`src/rtl/mpu_i2c_responder.sv`:
```
// mpu_i2c_responder: I2C target emulating the MPU-6050 register map.
// Config macro: MPU_I2C_AUTOINC_EN (defined = pointer advances per data byte).
// Ports: slow_clk, ResetN (sync, active-low), SCL_in/SDA_in (async bus),
//   SDA_oe (1 = pull low), SensorData (96b, AXH first), PwrMgmt (0x6B),
//   WrStrobe/WrAddr (write report), BusBusy (START..STOP).
module mpu_i2c_responder #(
  parameter logic [6:0] DEV_ADDR     = 7'h68,
  parameter logic [7:0] WHO_AM_I_VAL = 8'h68,
  parameter logic [7:0] PWR_RST_VAL  = 8'h40
) (
  input  logic        slow_clk,
  input  logic        ResetN,
  input  logic        SCL_in,
  input  logic        SDA_in,
  output logic        SDA_oe,
  input  logic [95:0] SensorData,
  output logic [7:0]  PwrMgmt,
  output logic        WrStrobe,
  output logic [7:0]  WrAddr,
  output logic        BusBusy
);

`ifdef MPU_I2C_AUTOINC_EN
  localparam logic [7:0] PTR_STEP = 8'd1;
`else
  localparam logic [7:0] PTR_STEP = 8'd0;
`endif

  typedef enum logic [3:0] {
    ST_IDLE,
    ST_DEV_ADDR,
    ST_ADDR_ACK,
    ST_REG_ADDR,
    ST_REG_ACK,
    ST_WR_DATA,
    ST_WR_ACK,
    ST_RD_DATA,
    ST_RD_ACK,
    ST_IGNORE
  } state_t;

  state_t      state;
  logic [2:0]  scl_q;
  logic [2:0]  sda_q;
  logic        scl;
  logic        sda;
  logic        scl_rise;
  logic        scl_fall;
  logic        start;
  logic        stop;
  logic [3:0]  bit_cnt;
  logic [7:0]  sh;
  logic [7:0]  in_byte;
  logic [7:0]  rd_sh;
  logic [7:0]  rd_byte;
  logic [7:0]  ptr;
  logic [95:0] snap;
  logic        rw;
  logic        ack_clk;
  logic [7:0]  snap_b [0:11];
  logic [7:0]  acc_ofs;
  logic [7:0]  gyr_ofs;

  // [1] is the synchronised level, [2] its one-cycle history
  assign scl      = scl_q[1];
  assign sda      = sda_q[1];
  assign scl_rise = scl & ~scl_q[2];
  assign scl_fall = ~scl & scl_q[2];
  assign start    = scl & scl_q[2] & sda_q[2] & ~sda;
  assign stop     = scl & scl_q[2] & ~sda_q[2] & sda;
  assign in_byte  = {sh[6:0], sda};
  assign acc_ofs  = ptr - 8'h3B;
  assign gyr_ofs  = ptr - 8'h3D;

  always_comb begin
    for (int i = 0; i < 12; i++) begin
      snap_b[i] = snap[95-8*i -: 8];
    end
  end

  always_comb begin
    rd_byte = 8'h00;
    if (ptr >= 8'h3B && ptr <= 8'h40) begin
      rd_byte = snap_b[acc_ofs[3:0]];
    end else if (ptr >= 8'h43 && ptr <= 8'h48) begin
      rd_byte = snap_b[gyr_ofs[3:0]];
    end else if (ptr == 8'h6B) begin
      rd_byte = PwrMgmt;
    end else if (ptr == 8'h75) begin
      rd_byte = WHO_AM_I_VAL;
    end
  end

  always_ff @(posedge slow_clk) begin
    if (!ResetN) begin
      state    <= ST_IDLE;
      scl_q    <= 3'b111;
      sda_q    <= 3'b111;
      SDA_oe   <= 1'b0;
      PwrMgmt  <= PWR_RST_VAL;
      WrStrobe <= 1'b0;
      WrAddr   <= 8'h00;
      BusBusy  <= 1'b0;
      ptr      <= 8'h00;
      snap     <= '0;
      bit_cnt  <= 4'd0;
      sh       <= 8'h00;
      rd_sh    <= 8'h00;
      rw       <= 1'b0;
      ack_clk  <= 1'b0;
    end else begin
      scl_q    <= {scl_q[1:0], SCL_in};
      sda_q    <= {sda_q[1:0], SDA_in};
      WrStrobe <= 1'b0;
      if (stop) begin
        state   <= ST_IDLE;
        SDA_oe  <= 1'b0;
        BusBusy <= 1'b0;
      end else if (start) begin
        state   <= ST_DEV_ADDR;
        bit_cnt <= 4'd0;
        BusBusy <= 1'b1;
      end else if (scl_rise) begin
        unique case (state)
          ST_DEV_ADDR: begin
            sh      <= in_byte;
            bit_cnt <= bit_cnt + 4'd1;
            if (bit_cnt == 4'd7) begin
              if (in_byte[7:1] == DEV_ADDR) begin
                state   <= ST_ADDR_ACK;
                rw      <= in_byte[0];
                ack_clk <= 1'b0;
                // freeze sensor data for a coherent burst
                if (in_byte[0]) snap <= SensorData;
              end else begin
                state <= ST_IGNORE;
              end
            end
          end
          ST_REG_ADDR: begin
            sh      <= in_byte;
            bit_cnt <= bit_cnt + 4'd1;
            if (bit_cnt == 4'd7) begin
              ptr     <= in_byte;
              state   <= ST_REG_ACK;
              ack_clk <= 1'b0;
            end
          end
          ST_WR_DATA: begin
            sh      <= in_byte;
            bit_cnt <= bit_cnt + 4'd1;
            if (bit_cnt == 4'd7) begin
              WrStrobe <= 1'b1;
              WrAddr   <= ptr;
              if (ptr == 8'h6B) PwrMgmt <= in_byte;
              ptr     <= ptr + PTR_STEP;
              state   <= ST_WR_ACK;
              ack_clk <= 1'b0;
            end
          end
          ST_RD_DATA: begin
            bit_cnt <= bit_cnt + 4'd1;
          end
          ST_RD_ACK: begin
            ptr <= ptr + PTR_STEP;
            if (sda) begin
              state <= ST_IGNORE;
            end else begin
              ack_clk <= 1'b1;
            end
          end
          ST_ADDR_ACK, ST_REG_ACK, ST_WR_ACK: begin
            ack_clk <= 1'b1;
          end
          default: ;
        endcase
      end else if (scl_fall) begin
        unique case (state)
          ST_DEV_ADDR: begin
            SDA_oe <= 1'b0;
          end
          ST_ADDR_ACK: begin
            if (!ack_clk) begin
              SDA_oe <= 1'b1;
            end else begin
              bit_cnt <= 4'd0;
              if (rw) begin
                rd_sh  <= rd_byte;
                SDA_oe <= ~rd_byte[7];
                state  <= ST_RD_DATA;
              end else begin
                SDA_oe <= 1'b0;
                state  <= ST_REG_ADDR;
              end
            end
          end
          ST_REG_ACK, ST_WR_ACK: begin
            if (!ack_clk) begin
              SDA_oe <= 1'b1;
            end else begin
              SDA_oe  <= 1'b0;
              bit_cnt <= 4'd0;
              state   <= ST_WR_DATA;
            end
          end
          ST_RD_DATA: begin
            if (bit_cnt == 4'd8) begin
              SDA_oe  <= 1'b0;
              ack_clk <= 1'b0;
              state   <= ST_RD_ACK;
            end else begin
              rd_sh  <= {rd_sh[6:0], 1'b0};
              SDA_oe <= ~rd_sh[6];
            end
          end
          ST_RD_ACK: begin
            if (ack_clk) begin
              rd_sh   <= rd_byte;
              SDA_oe  <= ~rd_byte[7];
              bit_cnt <= 4'd0;
              state   <= ST_RD_DATA;
            end
          end
          default: ;
        endcase
      end
    end
  end

endmodule

```
`config.mk`:
```
export PLATFORM = sky130hd
export DESIGN_NAME = mpu_i2c_responder
export DESIGN_NICKNAME = d
export VERILOG_FILES = /design/src/rtl/mpu_i2c_responder.sv
export SDC_FILE = /design/constraint.sdc
export NUM_CORES = 1
export LEC_CHECK = 0
export BUFFER_PORTS_ARGS = -buffer_cell sky130_fd_sc_hd__buf_4
export CORE_MARGIN = 10
export CORE_UTILIZATION = 45
export DETAILED_ROUTE_END_ITERATION = 8
export HOLD_SLACK_MARGIN = 0.02
export PLACE_DENSITY = 0.68
export REMOVE_ABC_BUFFERS = 1
export SYNTH_ARGS = -nofsm -noshare
export SYNTH_HDL_FRONTEND = slang
export SYNTH_SLANG_ARGS = --single-unit
```
`constraint.sdc`:
```
create_clock -name slow_clk -period 3.7 [get_ports slow_clk]
set_clock_uncertainty 0.1 [all_clocks]
set_input_delay 0.555 -clock slow_clk [delete_from_list [all_inputs] [get_ports slow_clk]]
set_output_delay 0.555 -clock slow_clk [all_outputs]
set_load 0.1 [all_outputs]
```
==> summary.md <==
| Metric | Value |
|---|---|
| Layout cells sized above 1 | `0.192` |
| Core ar. | `0.0174 sq mm` |
| Critical path launch point type | `register` |
| Hold-fix buffers, CTS | `0` |
| Detailed-placement wirelength estimate | `roughly 15 mm` |
| Total of warnings raised by yosys | `0` |
| Vias post-DR | `7393` |
| Diode count | `0` |
| Initial antenna violation count | `0` |
| RSZ-0062 raised after global routing | `false` |
| Vias per inst | `5.65` |
| CP Max Fanout | `58` |
| Crit. Startpoint | `scl_q[1]` |
| Clk Latency, worst-skew pair | `420 ps` |
| Syn Std Cell Area | `0.00797 sq mm` |
| Grt ovf | `0` |
| Worst rel slew slack | `0.365` |
| Nature of the critical path endpoint | `register` |
| Max Root-Sink Buffers | `2` |
| Cell variety after synth | `63` |
| Antenna-violating nets left | `0` |
| Critical R2R Launch | `scl_q[1]` |
| DRC errors left | `0` |
| Hold path start | `SCL_in` |
| Endpoints failing setup | `0` |
| Fin area | `0.00969 sq mm` |
| CTS tree | `built` |
| HP Class | `in -> reg` |
| DRT Pass-1 Iters | `5` |
| Final cell count without fillers | `1309` |
| Vias in the first global route | `7232` |
| Syn Area/Cell | `8.12 sq um` |
| Total global-route track usage | `0.186` |
| Chip width | `153 microns` |
| WP data required | `3950 ps` |
| I/O pin total | `roughly 120` |
| Largest net degree at the start of global routing | `98` |
| Die area | `about 0.023 sq mm` |
| Ranking of synthesized cells by area | `dfxtp_1 38%, nand2_1 12%, a21oi_1 8.3%` |
| Worst vdd ir | `0.317 mV` |
| Reg2Reg Setup Slack | `850 ps` |
| Post-synth top area share | `0.384` |
| First-pass GRT wire length | `36.8 mm` |
| Final nets | `1182` |
| Period utilization | `0.771` |
| Placed cells | `1279` |
| # resized after CTS | `0` |
| Most frequent cells in the layout | `259 x nand2_1, 152 x dfxtp_1, 140 x buf_4` |
| Pwr Density | `383 mW/mm^2` |
| Register area share after synthesis | `0.384` |
| Root Driver | `clkbuf_16` |
| Clk pin slew, worst setup/hold paths | `60 ps` |
| DR iter-0 viols | `524` |
| P&R area growth vs syn | `21.6%` |
| CP arrival | `3110 ps` |
| Maximum clock rate | `about 350 MHz` |
| Leading area contributor after synthesis | `dfxtp_1` |
| Slew @ Worst Pin | `between 900 and 1000 ps` |
| Slew Viols, Final | `0` |
| Synth Flop Type | `dfxtp_1` |
| Gpl congestion | `0.921` |
| Post-synth EDFFs | `0` |
| Minimum hold slack | `between 200 and 250 ps` |
| PortBufs | `118` |
| Max-Cap Viols | `0` |
| Post-CTS setup buffers | `0` |
| Most common cell after layout, fill and taps aside | `nand2_1` |
| Clock sinks | `153` |
| FFs w/ async S/R, synth | `0` |
| Flop and latch count out of synthesis | `153` |
| Htree depth | `4` |
| Tmin final | `2850 ps` |
| Post-Syn Instances | `982` |
| Pleak | `3.50 nW` |
| Post-DP Area | `slightly above 0.009 sq mm` |
| Final WL | `22.4 mm` |
| Mean routed wirelength per cell | `17.1 microns` |
| Rows | `48` |
| Fin. Hold Viols | `0` |
| Die Ht | `around 150 microns` |
| Crit Path Category | `reg -> reg` |
| Total CTS buffers | `17` |
| Run status | `completed` |
| Initial Util | `0.459` |
-- metrics by stage --
step	setup WS [ps]	util	setup TNS, ps	power [mW]
2_1_floorplan	-1200	-	-64570	1.74
3_3_place_gp	965	0.521	0	1.84
3_5_place_dp	864	0.521	0	1.84
4_1_cts	836	0.558	0	3.74
5_1_grt	553	0.558	0	3.82
6_report	847	0.558	0	3.71
-- state kept, by name (all words and copies together), names as in the netlist --
name	cells
snap	96
PwrMgmt	8
WrAddr	8
ptr	8
rd_sh	7
sh	7
bit_cnt	4
state	4
scl_q	3
sda_q	3
BusBusy	1
SDA_oe	1
WrStrobe	1
ack_clk	1
rw	1
-- cell type report --
| type | count | area [sq um] |
|---|---|---|
| Sequential cell | 153 | 3060 |
| Clock buffer | 22 | 474 |
| Timing Repair Buffer | 142 | 1090 |
| Clock inverter | 8 | 168 |
| Inverter | 20 | 76.3 |
| Fill cell | 1637 | 7660 |
| Tap cell | 225 | 282 |
| Multi-Input combinational cell | 739 | 4540 |
-- layer usage --
layer | vias up | wire [microns] | track usage
met5 | - | 0 | 0
met4 | 0 | 266 | 0.0504
met3 | 22 | 1360 | 0.0398
met2 | 255 | 10400 | 0.297
met1 | 3455 | 10300 | 0.249
li1 | 3661 | - | -
-- cells in the mapped netlist, types with 3 or more instances --
cell type / number
o21ai_0: 21
buf_4: 3
o211ai_1: 5
mux2i_1: 45
nor2b_1: 13
nand2_1: 259
a32oi_1: 9
and4_1: 4
mux4_2: 25
o22ai_1: 5
o2111ai_1: 3
a31oi_1: 14
nor2_1: 47
ha_1: 9
nand3_1: 33
nor3_1: 3
buf_1: 3
a21oi_1: 132
a21o_1: 4
buf_2: 21
xor2_1: 5
a2111oi_0: 6
clkbuf_1: 42
a32o_1: 3
a211oi_1: 17
xnor2_1: 4
or3_1: 8
nand4_1: 6
inv_1: 17
and3_1: 8
nand3b_1: 3
and2_1: 4
nor4_1: 3
nand2b_1: 6
dfxtp_1: 153
-- worst max-delay path, stage by stage (launching register included) --
cell and delay, ps:
dfxtp_1 360, ha_1 500, inv_2 200, a2111oi_4 310, buf_4 220, nand3_1 150
nor2_4 120, buf_4 490, nand2_1 160, a21oi_1 150
-- kinds of logic (layout without fill, tap and decap cells) --
group / count (synthesis) / count (layout) / synth area share
and+or+nand+nor: 407 / 407 / 0.222
AOI/OAI and AO/OA: 241 / 241 / 0.186
DFF: 153 / 153 / 0.384
buffers and inverters: 90 / 192 / 0.0480
muxes: 72 / 72 / 0.134
adders and majority gates: 10 / 10 / 0.0154
xor gates and xnor gates: 9 / 9 / 0.00989
-- final timing paths --
| kind | to | depth (start not counted) |
|---|---|---|
| max reg2reg | snap[68] | 9 |
| min | scl_q[0] | 2 |
| min reg2reg | sda_q[1] | 1 |
| max | snap[68] | 9 |
-- power by group --
| part | internal [mW] | switching [mW] | total [mW] |
|---|---|---|---|
| logic | 0.0795 | 0.0680 | 0.147 |
| clock network | 1.24 | 0.662 | 1.90 |
| registers | 1.65 | 0.00634 | 1.66 |
| total | 2.97 | 0.736 | 3.71 |
No activity file was read; power rests on OpenSTA's default activity.
